### src/rtl/bp_hidden_delta_engine.sv
// Hidden-neuron back-prop engine: serial sum of delta*weight, leaky-ReLU derivative, streamed weight gradients.
// Optional bias gradient enabled by defining BP_HIDDEN_BIAS_TERM_EN.
module bp_hidden_delta_engine #(
    parameter int          DATA_WIDTH       = 32,
    parameter int          NUM_FORWARD_NODE = 3,
    parameter int          NUM_INPUT_POINT  = 4,
    parameter logic [31:0] ALPHA            = 32'h3DCCCCCD,
    parameter int          CNT_WIDTH        = 8
) (
    input  logic                  clk,
    input  logic                  rst_n,
    input  logic                  i_valid,
    input  logic [DATA_WIDTH-1:0] i_data_node,
    input  logic                  i_fwd_valid,
    input  logic [DATA_WIDTH-1:0] i_fwd_delta,
    input  logic [DATA_WIDTH-1:0] i_fwd_weight,
    output logic                  o_fwd_ready,
    input  logic                  i_point_valid,
    input  logic [DATA_WIDTH-1:0] i_data_point,
    output logic                  o_point_ready,
    output logic [DATA_WIDTH-1:0] o_delta,
    output logic                  o_delta_valid,
    output logic [DATA_WIDTH-1:0] o_error,
    output logic                  o_error_valid,
    output logic                  o_error_last,
    output logic                  o_busy
);
    localparam int          LAT     = 7;
    localparam logic [31:0] FP_ONE  = 32'h3F800000;
    localparam logic [31:0] FP_QNAN = 32'h7FC00000;
`ifdef BP_HIDDEN_BIAS_TERM_EN
    localparam int NUM_GRAD = NUM_INPUT_POINT + 1;
`else
    localparam int NUM_GRAD = NUM_INPUT_POINT;
`endif
    localparam logic [CNT_WIDTH-1:0] FWD_LAST  = CNT_WIDTH'(NUM_FORWARD_NODE - 1);
    localparam logic [CNT_WIDTH-1:0] PT_LAST   = CNT_WIDTH'(NUM_INPUT_POINT - 1);
    localparam logic [CNT_WIDTH-1:0] GRAD_LAST = CNT_WIDTH'(NUM_GRAD - 1);

    // fp32 multiply, round-to-nearest-even; subnormal inputs and results flush to signed zero.
    function automatic logic [31:0] fp_mul(input logic [31:0] a, input logic [31:0] b);
        logic               sr;
        logic [7:0]         ea, eb;
        logic [22:0]        ma, mb;
        logic [47:0]        prod;
        logic [23:0]        mant;
        logic               guard, sticky;
        logic [24:0]        rnd;
        logic signed [10:0] ex;
        logic [31:0]        res;
        sr = a[31] ^ b[31];
        ea = a[30:23]; eb = b[30:23];
        ma = a[22:0];  mb = b[22:0];
        res = 32'h0;
        if ((ea == 8'hFF && ma != 23'h0) || (eb == 8'hFF && mb != 23'h0) ||
            (ea == 8'hFF && eb == 8'h00) || (eb == 8'hFF && ea == 8'h00)) begin
            res = FP_QNAN;
        end else if (ea == 8'hFF || eb == 8'hFF) begin
            res = {sr, 8'hFF, 23'h0};
        end else if (ea == 8'h00 || eb == 8'h00) begin
            res = {sr, 31'h0};
        end else begin
            prod = {24'h0, 1'b1, ma} * {24'h0, 1'b1, mb};
            ex   = $signed({3'b000, ea}) + $signed({3'b000, eb}) - 11'sd127;
            if (prod[47]) begin
                mant = prod[47:24]; guard = prod[23]; sticky = |prod[22:0];
                ex   = ex + 11'sd1;
            end else begin
                mant = prod[46:23]; guard = prod[22]; sticky = |prod[21:0];
            end
            rnd = {1'b0, mant} + {24'h0, guard & (sticky | mant[0])};
            if (rnd[24]) begin
                rnd = rnd >> 1;
                ex  = ex + 11'sd1;
            end
            if (ex >= 11'sd255)    res = {sr, 8'hFF, 23'h0};
            else if (ex <= 11'sd0) res = {sr, 31'h0};
            else                   res = {sr, ex[7:0], rnd[22:0]};
        end
        return res;
    endfunction

    // fp32 add with guard/round/sticky, round-to-nearest-even, same flush-to-zero policy.
    function automatic logic [31:0] fp_add(input logic [31:0] a, input logic [31:0] b);
        logic [31:0]       x, y, res;
        logic [7:0]        ea, eb, d;
        logic [26:0]       mx, my, yl;
        logic [27:0]       sum;
        logic [24:0]       rnd;
        logic signed [9:0] ex;
        ea = a[30:23]; eb = b[30:23];
        res = 32'h0;
        if ((ea == 8'hFF && a[22:0] != 23'h0) || (eb == 8'hFF && b[22:0] != 23'h0)) begin
            res = FP_QNAN;
        end else if (ea == 8'hFF && eb == 8'hFF) begin
            res = (a[31] != b[31]) ? FP_QNAN : a;
        end else if (ea == 8'hFF) begin
            res = a;
        end else if (eb == 8'hFF) begin
            res = b;
        end else if (ea == 8'h00 && eb == 8'h00) begin
            res = {a[31] & b[31], 31'h0};
        end else if (ea == 8'h00) begin
            res = b;
        end else if (eb == 8'h00) begin
            res = a;
        end else begin
            if (a[30:0] >= b[30:0]) begin x = a; y = b; end
            else                    begin x = b; y = a; end
            d  = x[30:23] - y[30:23];
            mx = {1'b1, x[22:0], 3'b000};
            yl = {1'b1, y[22:0], 3'b000};
            if (d >= 8'd27) begin
                my = 27'd1;
            end else begin
                my = yl >> d;
                if ((yl & ((27'd1 << d) - 27'd1)) != 27'd0) my[0] = 1'b1;
            end
            ex = $signed({2'b00, x[30:23]});
            if (x[31] == y[31]) begin
                sum = {1'b0, mx} + {1'b0, my};
                if (sum[27]) begin
                    sum = {1'b0, sum[27:1]} | {27'd0, sum[0]};
                    ex  = ex + 10'sd1;
                end
            end else begin
                sum = {1'b0, mx} - {1'b0, my};
                for (int i = 0; i < 26; i++) begin
                    if (sum[26] == 1'b0 && sum != 28'd0) begin
                        sum = sum << 1;
                        ex  = ex - 10'sd1;
                    end
                end
            end
            if (sum == 28'd0) begin
                res = 32'h0;
            end else begin
                rnd = {1'b0, sum[26:3]} + {24'h0, sum[2] & (sum[1] | sum[0] | sum[3])};
                if (rnd[24]) begin
                    rnd = rnd >> 1;
                    ex  = ex + 10'sd1;
                end
                if (ex >= 10'sd255)    res = {x[31], 8'hFF, 23'h0};
                else if (ex <= 10'sd0) res = {x[31], 31'h0};
                else                   res = {x[31], ex[7:0], rnd[22:0]};
            end
        end
        return res;
    endfunction

    typedef enum logic [2:0] {
        S_IDLE, S_FWD, S_MUL_WAIT, S_ADD_WAIT, S_DERIV, S_POINT, S_DRAIN
    } state_t;

    state_t                 state_reg;
    logic [31:0]            z_reg, acc_reg, delta_reg, err_reg;
    logic [CNT_WIDTH-1:0]   fwd_cnt_reg, pt_cnt_reg, emit_cnt_reg;
    logic                   fwd_ready_reg, point_ready_reg, delta_valid_reg;
    logic                   err_valid_reg, err_last_reg, busy_reg;
`ifdef BP_HIDDEN_BIAS_TERM_EN
    logic                   bias_pend_reg;
`endif

    logic                   mul_issue, add_issue;
    logic [31:0]            mul_a, mul_b, add_a, add_b;
    logic [31:0]            mul_pipe_reg [LAT];
    logic [31:0]            add_pipe_reg [LAT];
    logic [LAT-1:0]         mul_vld_reg, add_vld_reg;
    logic [31:0]            mul_out, add_out;
    logic                   mul_vout, add_vout;
    logic                   z_low_unused;

    assign mul_out  = mul_pipe_reg[LAT-1];
    assign add_out  = add_pipe_reg[LAT-1];
    assign mul_vout = mul_vld_reg[LAT-1];
    assign add_vout = add_vld_reg[LAT-1];
    assign z_low_unused = ^z_reg[30:0];

    // Operand steering for the shared cores. The derivative multiply is issued
    // straight from the final adder result so o_delta lands 8 cycles after the last sum.
    always_comb begin
        mul_issue = 1'b0;
        mul_a     = 32'h0;
        mul_b     = 32'h0;
        add_issue = 1'b0;
        add_a     = 32'h0;
        add_b     = 32'h0;
        case (state_reg)
            S_FWD: if (fwd_ready_reg && i_fwd_valid) begin
                mul_issue = 1'b1; mul_a = i_fwd_delta; mul_b = i_fwd_weight;
            end
            S_MUL_WAIT: if (mul_vout) begin
                add_issue = 1'b1; add_a = mul_out; add_b = acc_reg;
            end
            S_ADD_WAIT: if (add_vout && fwd_cnt_reg == FWD_LAST) begin
                mul_issue = 1'b1; mul_a = add_out; mul_b = z_reg[31] ? ALPHA : FP_ONE;
            end
            S_POINT: if (point_ready_reg && i_point_valid) begin
                mul_issue = 1'b1; mul_a = i_data_point; mul_b = delta_reg;
            end
`ifdef BP_HIDDEN_BIAS_TERM_EN
            S_DRAIN: if (bias_pend_reg) begin
                mul_issue = 1'b1; mul_a = FP_ONE; mul_b = delta_reg;
            end
`endif
            default: ;
        endcase
    end

    always_ff @(posedge clk or negedge rst_n) begin
        if (!rst_n) begin
            mul_vld_reg <= '0;
            add_vld_reg <= '0;
            for (int i = 0; i < LAT; i++) begin
                mul_pipe_reg[i] <= 32'h0;
                add_pipe_reg[i] <= 32'h0;
            end
        end else begin
            mul_vld_reg     <= {mul_vld_reg[LAT-2:0], mul_issue};
            add_vld_reg     <= {add_vld_reg[LAT-2:0], add_issue};
            mul_pipe_reg[0] <= fp_mul(mul_a, mul_b);
            add_pipe_reg[0] <= fp_add(add_a, add_b);
            for (int i = 1; i < LAT; i++) begin
                mul_pipe_reg[i] <= mul_pipe_reg[i-1];
                add_pipe_reg[i] <= add_pipe_reg[i-1];
            end
        end
    end

    always_ff @(posedge clk or negedge rst_n) begin
        if (!rst_n) begin
            state_reg       <= S_IDLE;
            z_reg           <= 32'h0;
            acc_reg         <= 32'h0;
            delta_reg       <= 32'h0;
            err_reg         <= 32'h0;
            fwd_cnt_reg     <= '0;
            pt_cnt_reg      <= '0;
            emit_cnt_reg    <= '0;
            fwd_ready_reg   <= 1'b0;
            point_ready_reg <= 1'b0;
            delta_valid_reg <= 1'b0;
            err_valid_reg   <= 1'b0;
            err_last_reg    <= 1'b0;
            busy_reg        <= 1'b0;
`ifdef BP_HIDDEN_BIAS_TERM_EN
            bias_pend_reg   <= 1'b0;
`endif
        end else begin
            delta_valid_reg <= 1'b0;
            err_valid_reg   <= 1'b0;
            err_last_reg    <= 1'b0;
            err_reg         <= 32'h0;
            if (mul_vout && (state_reg == S_POINT || state_reg == S_DRAIN)) begin
                err_reg       <= mul_out;
                err_valid_reg <= 1'b1;
                err_last_reg  <= (emit_cnt_reg == GRAD_LAST);
                emit_cnt_reg  <= emit_cnt_reg + 1'b1;
            end
            case (state_reg)
                S_IDLE: if (i_valid) begin
                    z_reg         <= i_data_node;
                    acc_reg       <= 32'h0;
                    delta_reg     <= 32'h0;
                    fwd_cnt_reg   <= '0;
                    pt_cnt_reg    <= '0;
                    emit_cnt_reg  <= '0;
                    fwd_ready_reg <= 1'b1;
                    busy_reg      <= 1'b1;
                    state_reg     <= S_FWD;
                end
                S_FWD: if (fwd_ready_reg && i_fwd_valid) begin
                    fwd_ready_reg <= 1'b0;
                    state_reg     <= S_MUL_WAIT;
                end
                S_MUL_WAIT: if (mul_vout) state_reg <= S_ADD_WAIT;
                S_ADD_WAIT: if (add_vout) begin
                    acc_reg     <= add_out;
                    fwd_cnt_reg <= fwd_cnt_reg + 1'b1;
                    if (fwd_cnt_reg == FWD_LAST) begin
                        state_reg <= S_DERIV;
                    end else begin
                        fwd_ready_reg <= 1'b1;
                        state_reg     <= S_FWD;
                    end
                end
                S_DERIV: if (mul_vout) begin
                    delta_reg       <= mul_out;
                    delta_valid_reg <= 1'b1;
                    state_reg       <= S_POINT;
                end
                S_POINT: begin
                    if (point_ready_reg && i_point_valid) begin
                        pt_cnt_reg <= pt_cnt_reg + 1'b1;
                        if (pt_cnt_reg == PT_LAST) begin
                            point_ready_reg <= 1'b0;
                            state_reg       <= S_DRAIN;
`ifdef BP_HIDDEN_BIAS_TERM_EN
                            bias_pend_reg   <= 1'b1;
`endif
                        end
                    end else begin
                        point_ready_reg <= 1'b1;
                    end
                end
                S_DRAIN: begin
`ifdef BP_HIDDEN_BIAS_TERM_EN
                    bias_pend_reg <= 1'b0;
`endif
                    if (err_last_reg) begin
                        busy_reg  <= 1'b0;
                        state_reg <= S_IDLE;
                    end
                end
                default: state_reg <= S_IDLE;
            endcase
        end
    end

    assign o_fwd_ready   = fwd_ready_reg;
    assign o_point_ready = point_ready_reg;
    assign o_delta       = delta_reg;
    assign o_delta_valid = delta_valid_reg;
    assign o_error       = err_reg;
    assign o_error_valid = err_valid_reg;
    assign o_error_last  = err_last_reg;
    assign o_busy        = busy_reg;
endmodule

### config.mk
export PLATFORM = sky130hd
export DESIGN_NAME = bp_hidden_delta_engine
export DESIGN_NICKNAME = d
export VERILOG_FILES = /design/src/rtl/bp_hidden_delta_engine.sv
export SDC_FILE = /design/constraint.sdc
export NUM_CORES = 2
export LEC_CHECK = 0
export BUFFER_PORTS_ARGS = -buffer_cell sky130_fd_sc_hd__buf_2
export CAP_MARGIN = 20
export CORE_MARGIN = 4
export CORE_UTILIZATION = 61
export CTS_CLUSTER_SIZE = 10
export DETAILED_ROUTE_END_ITERATION = 8
export GPL_TIMING_DRIVEN = 0
export HOLD_SLACK_MARGIN = 0.15
export MAX_ROUTING_LAYER = met4
export PLACE_DENSITY = 0.79
export SETUP_SLACK_MARGIN = 0.3
export SYNTH_ARGS = -nofsm -noshare
export SYNTH_HDL_FRONTEND = slang
export SYNTH_SLANG_ARGS = --single-unit
### constraint.sdc
create_clock -name clk -period 38.6 [get_ports clk]
set_input_delay 5.79 -clock clk [delete_from_list [all_inputs] [get_ports clk]]
set_output_delay 5.79 -clock clk [all_outputs]
set_load 0.05 [all_outputs]
# ---- Word-level counts from Yosys, hierarchy flattened
# Cells that the tools add are included.
dict set report word_totals {
  ff_bits 623
  out_inout_bits 70
  in_bits 133
}
dict set report classes {
  eq_ne 25
  muxes 597
  reduce_logical 97
  magnitude_cmp 6
  add_sub_neg 41
  shifts 2
  mul 1
  n_bitwise 35
}
# cell n
set ops {}
lappend ops {{two-way mux 28 bit} 234}
lappend ops {{two-way mux 10 bit} 243}
lappend ops {{two-way mux 32 bit} 39}
lappend ops {{nonzero test 28 bit} 26}
lappend ops {{subtractor 10 x 2 -> 10 bit (second input constant)} 25}
lappend ops {{two-way mux 27 bit} 9}
lappend ops {{one-hot mux 32 bit (3 select lines)} 2}
lappend ops {{two-way mux 31 bit} 6}
lappend ops {{one-hot mux 32 bit (2 select lines)} 2}
lappend ops {{two-way mux 24 bit} 4}
lappend ops {{nonzero test 23 bit} 4}
lappend ops {{two-way mux 11 bit} 8}
lappend ops {{adder 24 x 1 -> 25 bit} 2}
lappend ops {{multiplier 24 x 24 -> 48 bit} 1}
lappend ops {{two-way mux 8 bit} 6}
lappend ops {{two-way mux 23 bit} 2}
lappend ops {{logical AND 1 bit} 38}
lappend ops {{equality test 8 bit (second input constant)} 4}
lappend ops {{zero test 8 bit} 4}
lappend ops {{one-hot mux 8 bit (2 select lines)} 2}
lappend ops {{>= comparator 31 bit} 1}
lappend ops {{two-way mux 30 bit} 1}
lappend ops {{adder 27 x 27 -> 28 bit} 1}
lappend ops {{zero test 28 bit} 1}
lappend ops {{50 further kinds} 139}

# ---- Longest topological paths before layout
dict set report depth {
  depth_word 336
  ltp_mapped 141
  mapped_depth_nobuf 119
}

# ---- Worst setup path before layout
# Ideal clock, no wire load.
dict set report synth_path {
  kind {reg2reg}
  startpoint {register state_reg[0]}
  endpoint {register add_pipe_reg[197] in the netlist's numbering}
  setup_ns 0.138
  arrival_time_ns 27.991
  stages_incl_launch_ff 135
  synth_period_minus_slack_ns 28.128
  setup_slack_ns 10.472
  required_ns 38.462
  cell_sequence {dfrtp_1 -> clkbuf_1 -> nand4bb_1 -> inv_1 -> clkbuf_1 -> clkbuf_1 -> clkbuf_1 -> buf_1 -> clkbuf_1 -> clkbuf_1 -> clkbuf_1 -> nand2_1 -> ha_1 -> and4_1 -> nand4_1 -> or3_1 -> and4_1 -> buf_2 -> [... 99 more ...] -> ha_1 -> mux2_2 -> ha_1 -> a41o_1 -> ha_1 -> mux2i_1 -> nor2_1 -> o31ai_1 -> ha_1 -> nand2_1 -> xnor2_1 -> or3_1 -> or4b_1 -> nor3_2 -> nor3_2 -> nand2_2 -> buf_4 -> o22ai_1}
}
dict set report synth_via {
  elab_chain_len 336
}
# item line_no
set synth_lines {}
lappend synth_lines {{start: declaration} 155} ;# state_t state_reg;
lappend synth_lines {{start signal: assignment} 232} ;# state_reg <= S_IDLE;
lappend synth_lines {{start signal: assignment} 270} ;# state_reg <= S_FWD;
lappend synth_lines {{start signal: assignment} 274} ;# state_reg <= S_MUL_WAIT;
lappend synth_lines {{equality test 3 x 2 -> 1 bit (*)} 188} ;# case (state_reg)
lappend synth_lines {{branches (longest 334 deep; another with >= comparator 31 bit)} --}
lappend synth_lines {{two-way mux 32 bit (*)} 93} ;# if ((ea == 8'hFF && a[22:0] != 23'h0) || (eb == 8'hFF && b[22:0] != 23'h0)) begin
lappend synth_lines {{end signal: indexed assignment} 225} ;# add_pipe_reg[i] <= add_pipe_reg[i-1];
lappend synth_lines {{end: declaration} 167} ;# logic [31:0] add_pipe_reg [LAT];
# Every way passes the cells marked *. The select of a mux whose other input is x is not followed.
# A chain may end at the register's enable or synchronous reset.

# ---- Worst setup path after layout
dict set report layout_path {
  startpoint {register state_reg[0]}
  endpoint {register add_pipe_reg[207] in the netlist's numbering}
}
# The elaborated chain is that of the path after synthesis.

==> results.toml <==
[run_status]
outcome = "finished, violations left"
violations = "DRC"

[job]
cap_violations = 0

[yosys]
syn_nets = 8041
synth_area_um2 = 60100
async_flop_share_pct = 100
synth.distinct_cells = 137
synth_cells = 7120
avgSynthCellArea_um2 = 8.44
ys_warn_count = 0
synth_flop_cell = "dfrtp_1"
ys_ff_latch = 592
ys_seq_area_share_pct = 24.6
synth_edf_count = 0

[critical_path]
reg2reg_from = "state_reg[0]$_DFFE_PN0P_"
worstReg2RegEnd = "add_pipe_reg[207]$_DFF_PN0_"
path_common_cell = "ha_1"
start_kind = "register"
crit_slowest_cell = "o41ai_1"
reg2reg_depth = 131
worstPathRequired_ns = 39.03
cp_max_fo = 10
arrival_ns = 37.05
cp-end-kind = "register"
worstSetupPathType = "reg2reg"
r2r_setup_slack_ns = 1.98
slowest_delay_ns = 0.62

[clock_network]
cts_buffers = 70
cts.sinks = 592
cts-root-buf = "clkbuf_16"
ctsHtreeMaxLevel = 3
worstSkewPairLatency_ns = 0.63
cts_tree = "built"
hold_buffers = 0
clkTransAtPathRegs_ns = 0.05
cts_setup_buffers = 0
cts_buffer_depth = 3
post_cts_resized = 0

[hold_path]
hold_start = "add_pipe_reg[222]$_DFF_PN0_"
holdPathStages = 0
hold_end = "add_pipe_reg[190]$_DFF_PN0_"
hold_path.class = "reg2reg"

[global_routing]
grt_max_degree = 133
grt_first_pass_wirelength_um = 349000
gr-usage-met2_pct = 68.7
grt_pass1_vias = 57386
grt-busiest-layer = "met2"
antenna_found_initial = 17
grt_overflow_total = 0
track_usage_pct = 45.9
grt_util_met1_pct = 54.1
use_met3_pct = 12.5

[route]
ant_nets = 0
firstDrtPassIters = 9
routed-via-count = 58237
vias_per_cell = 6.70
drc = 18
wire_per_inst_um = 27.1
drt_iter0_drc = 7871
wirelength_um = 235000

[floorplan]
core-area_um2 = 97300
fp.dieArea_um2 = 104000
ios = 203
dieWidth_um = 322
start_util_pct = 61.8
die_h_um = 322
core.rowCount = 114

[timing]
worst_pin_slew_ns = 1.34
setup_viol = 0
period_share_pct = 94.9
finalHoldViolations = 0
maxSlewHeadroom_pct = 10.7
grt_setup_unrepaired = "false"
fin_skew_ns = 0.0291
tns_ns = 0
fmax_ghz = 0.0273
post-route-min-period_ns = 36.62
maxSlewViolCount = 0
setup_ws_ns = 1.98

[placement]
gp_congestion = 1.08
place_ws_ns = 2.51
port_buffers = 171
dpl.hpwl_um = 184000

[cells_and_area]
num-fill-cells = 7948
seq_area_um2 = 14800
nNetsFinal = 8302
drive_above_1_share_pct = 7.07
fin_util_pct = 66.7
multi_input_area_um2 = 41300
area_growth_pct = 7.93
-- worst max-delay path by stage --
stage / from / to / slack (ns) / cells past startpoint
2_1_floorplan: state_reg[0]$_DFFE_PN0P_ / add_pipe_reg[197]$_DFF_PN0_ / 10.47 / 134
3_3_place_gp: state_reg[0]$_DFFE_PN0P_ / add_pipe_reg[199]$_DFF_PN0_ / 2.70 / 125
3_5_place_dp: state_reg[0]$_DFFE_PN0P_ / add_pipe_reg[204]$_DFF_PN0_ / 2.51 / 126
4_1_cts: state_reg[0]$_DFFE_PN0P_ / add_pipe_reg[199]$_DFF_PN0_ / 2.26 / 126
5_1_grt: state_reg[0]$_DFFE_PN0P_ / add_pipe_reg[193]$_DFF_PN0_ / 0.37 / 131
6_report: state_reg[0]$_DFFE_PN0P_ / add_pipe_reg[207]$_DFF_PN0_ / 1.98 / 131
-- synth_stat cells, drive strengths merged, types with 63 or more instances --
master,instances,share of area (%)
ha,304,6.3
nand4,101,1.1
nand3,180,1.5
xor2,125,1.8
inv,673,4.2
xnor2,231,3.4
o21ai,375,3.2
dfrtp,592,25
buf,83,0.73
nor2,687,4.3
clkbuf,281,1.8
nand2,1004,6.3
o211ai,63,0.82
mux2,68,1.3
mux2i,103,1.7
a21oi,362,3.0
fa,484,16
nor4,66,0.75
and2,114,1.2
nor3,133,1.2
-- worst max-delay path: cells and delay by family (launching register included) --
family,cells,cell delay (ns)
AOI/OAI and AO/OA,31,8.38
xor gates and xnor gates,4,1.22
adders and majority gates,20,5.79
buffers and inverters,29,9.24
DFF,1,0.36
muxes,9,2.52
and+or+nand+nor,38,8.82
-- placed cells by master, fill, tap and decap left out, types with 38 or more instances in the layout --
cell type / n
o21ai_0: 321
nand3_1: 178
o21bai_1: 54
xor2_1: 123
o22ai_1: 38
fa_1: 484
nand2b_1: 42
and2_1: 113
a211oi_1: 57
nand2_1: 997
or3_1: 59
o21a_1: 42
buf_2: 204
a31oi_1: 43
a22o_1: 45
xnor2_1: 228
mux2_2: 58
clkbuf_1: 283
mux2i_1: 101
a22oi_1: 56
inv_1: 672
nor2b_1: 44
nor4_1: 60
nand4_1: 101
dfrtp_1: 592
and3_1: 59
a21o_1: 55
o211ai_1: 59
clkbuf_16: 71
o31ai_1: 42
o21ai_1: 48
a21oi_1: 359
nor2_1: 682
nor3_1: 127
ha_1: 304
-- area by class of cell --
type / instances / area share [%]
inverter: 686 / 3.97
timing repair buffer: 189 / 1.71
multi-input combinational: 5478 / 63.6
clock inverter: 7 / 0.216
buffer: 364 / 2.31
tap: 1276 / 2.46
sequential: 592 / 22.8
antenna: 19 / 0.0733
clock buffer: 77 / 2.80
-- metrics by stage --
step	hold WS, ns	cell area, µm²	std cells
2_1_floorplan	0.331	60100	7120
3_3_place_gp	0.331	62600	8567
3_5_place_dp	0.335	62800	8582
4_1_cts	0.321	64800	8666
5_1_grt	0.331	64900	8686
6_report	0.321	64900	8688
-- cells by family (layout without fill, tap and decap cells) --
| group | after synthesis | count (layout) | synth area share (%) |
|---|---|---|---|
| flops | 592 | 592 | 24.6 |
| compound gates | 1501 | 1501 | 16.8 |
| xor+xnor | 357 | 357 | 5.27 |
| fa+ha+maj | 790 | 790 | 22.5 |
| other cells | 0 | 19 | 0 |
| mux | 185 | 185 | 3.55 |
| buf+inv | 1050 | 1323 | 6.77 |
| simple gates | 2645 | 2645 | 20.5 |
-- layer usage --
metal | share of wire, % | vias up
li1 | - | 24835
met1 | 36 | 28202
met2 | 44 | 4001
met3 | 12 | 1199
met4 | 9.0 | 0
met5 | 0 | -
Power is not shown: default switching activity piles up to over one toggle a cycle in this logic, so the estimate is an artifact.
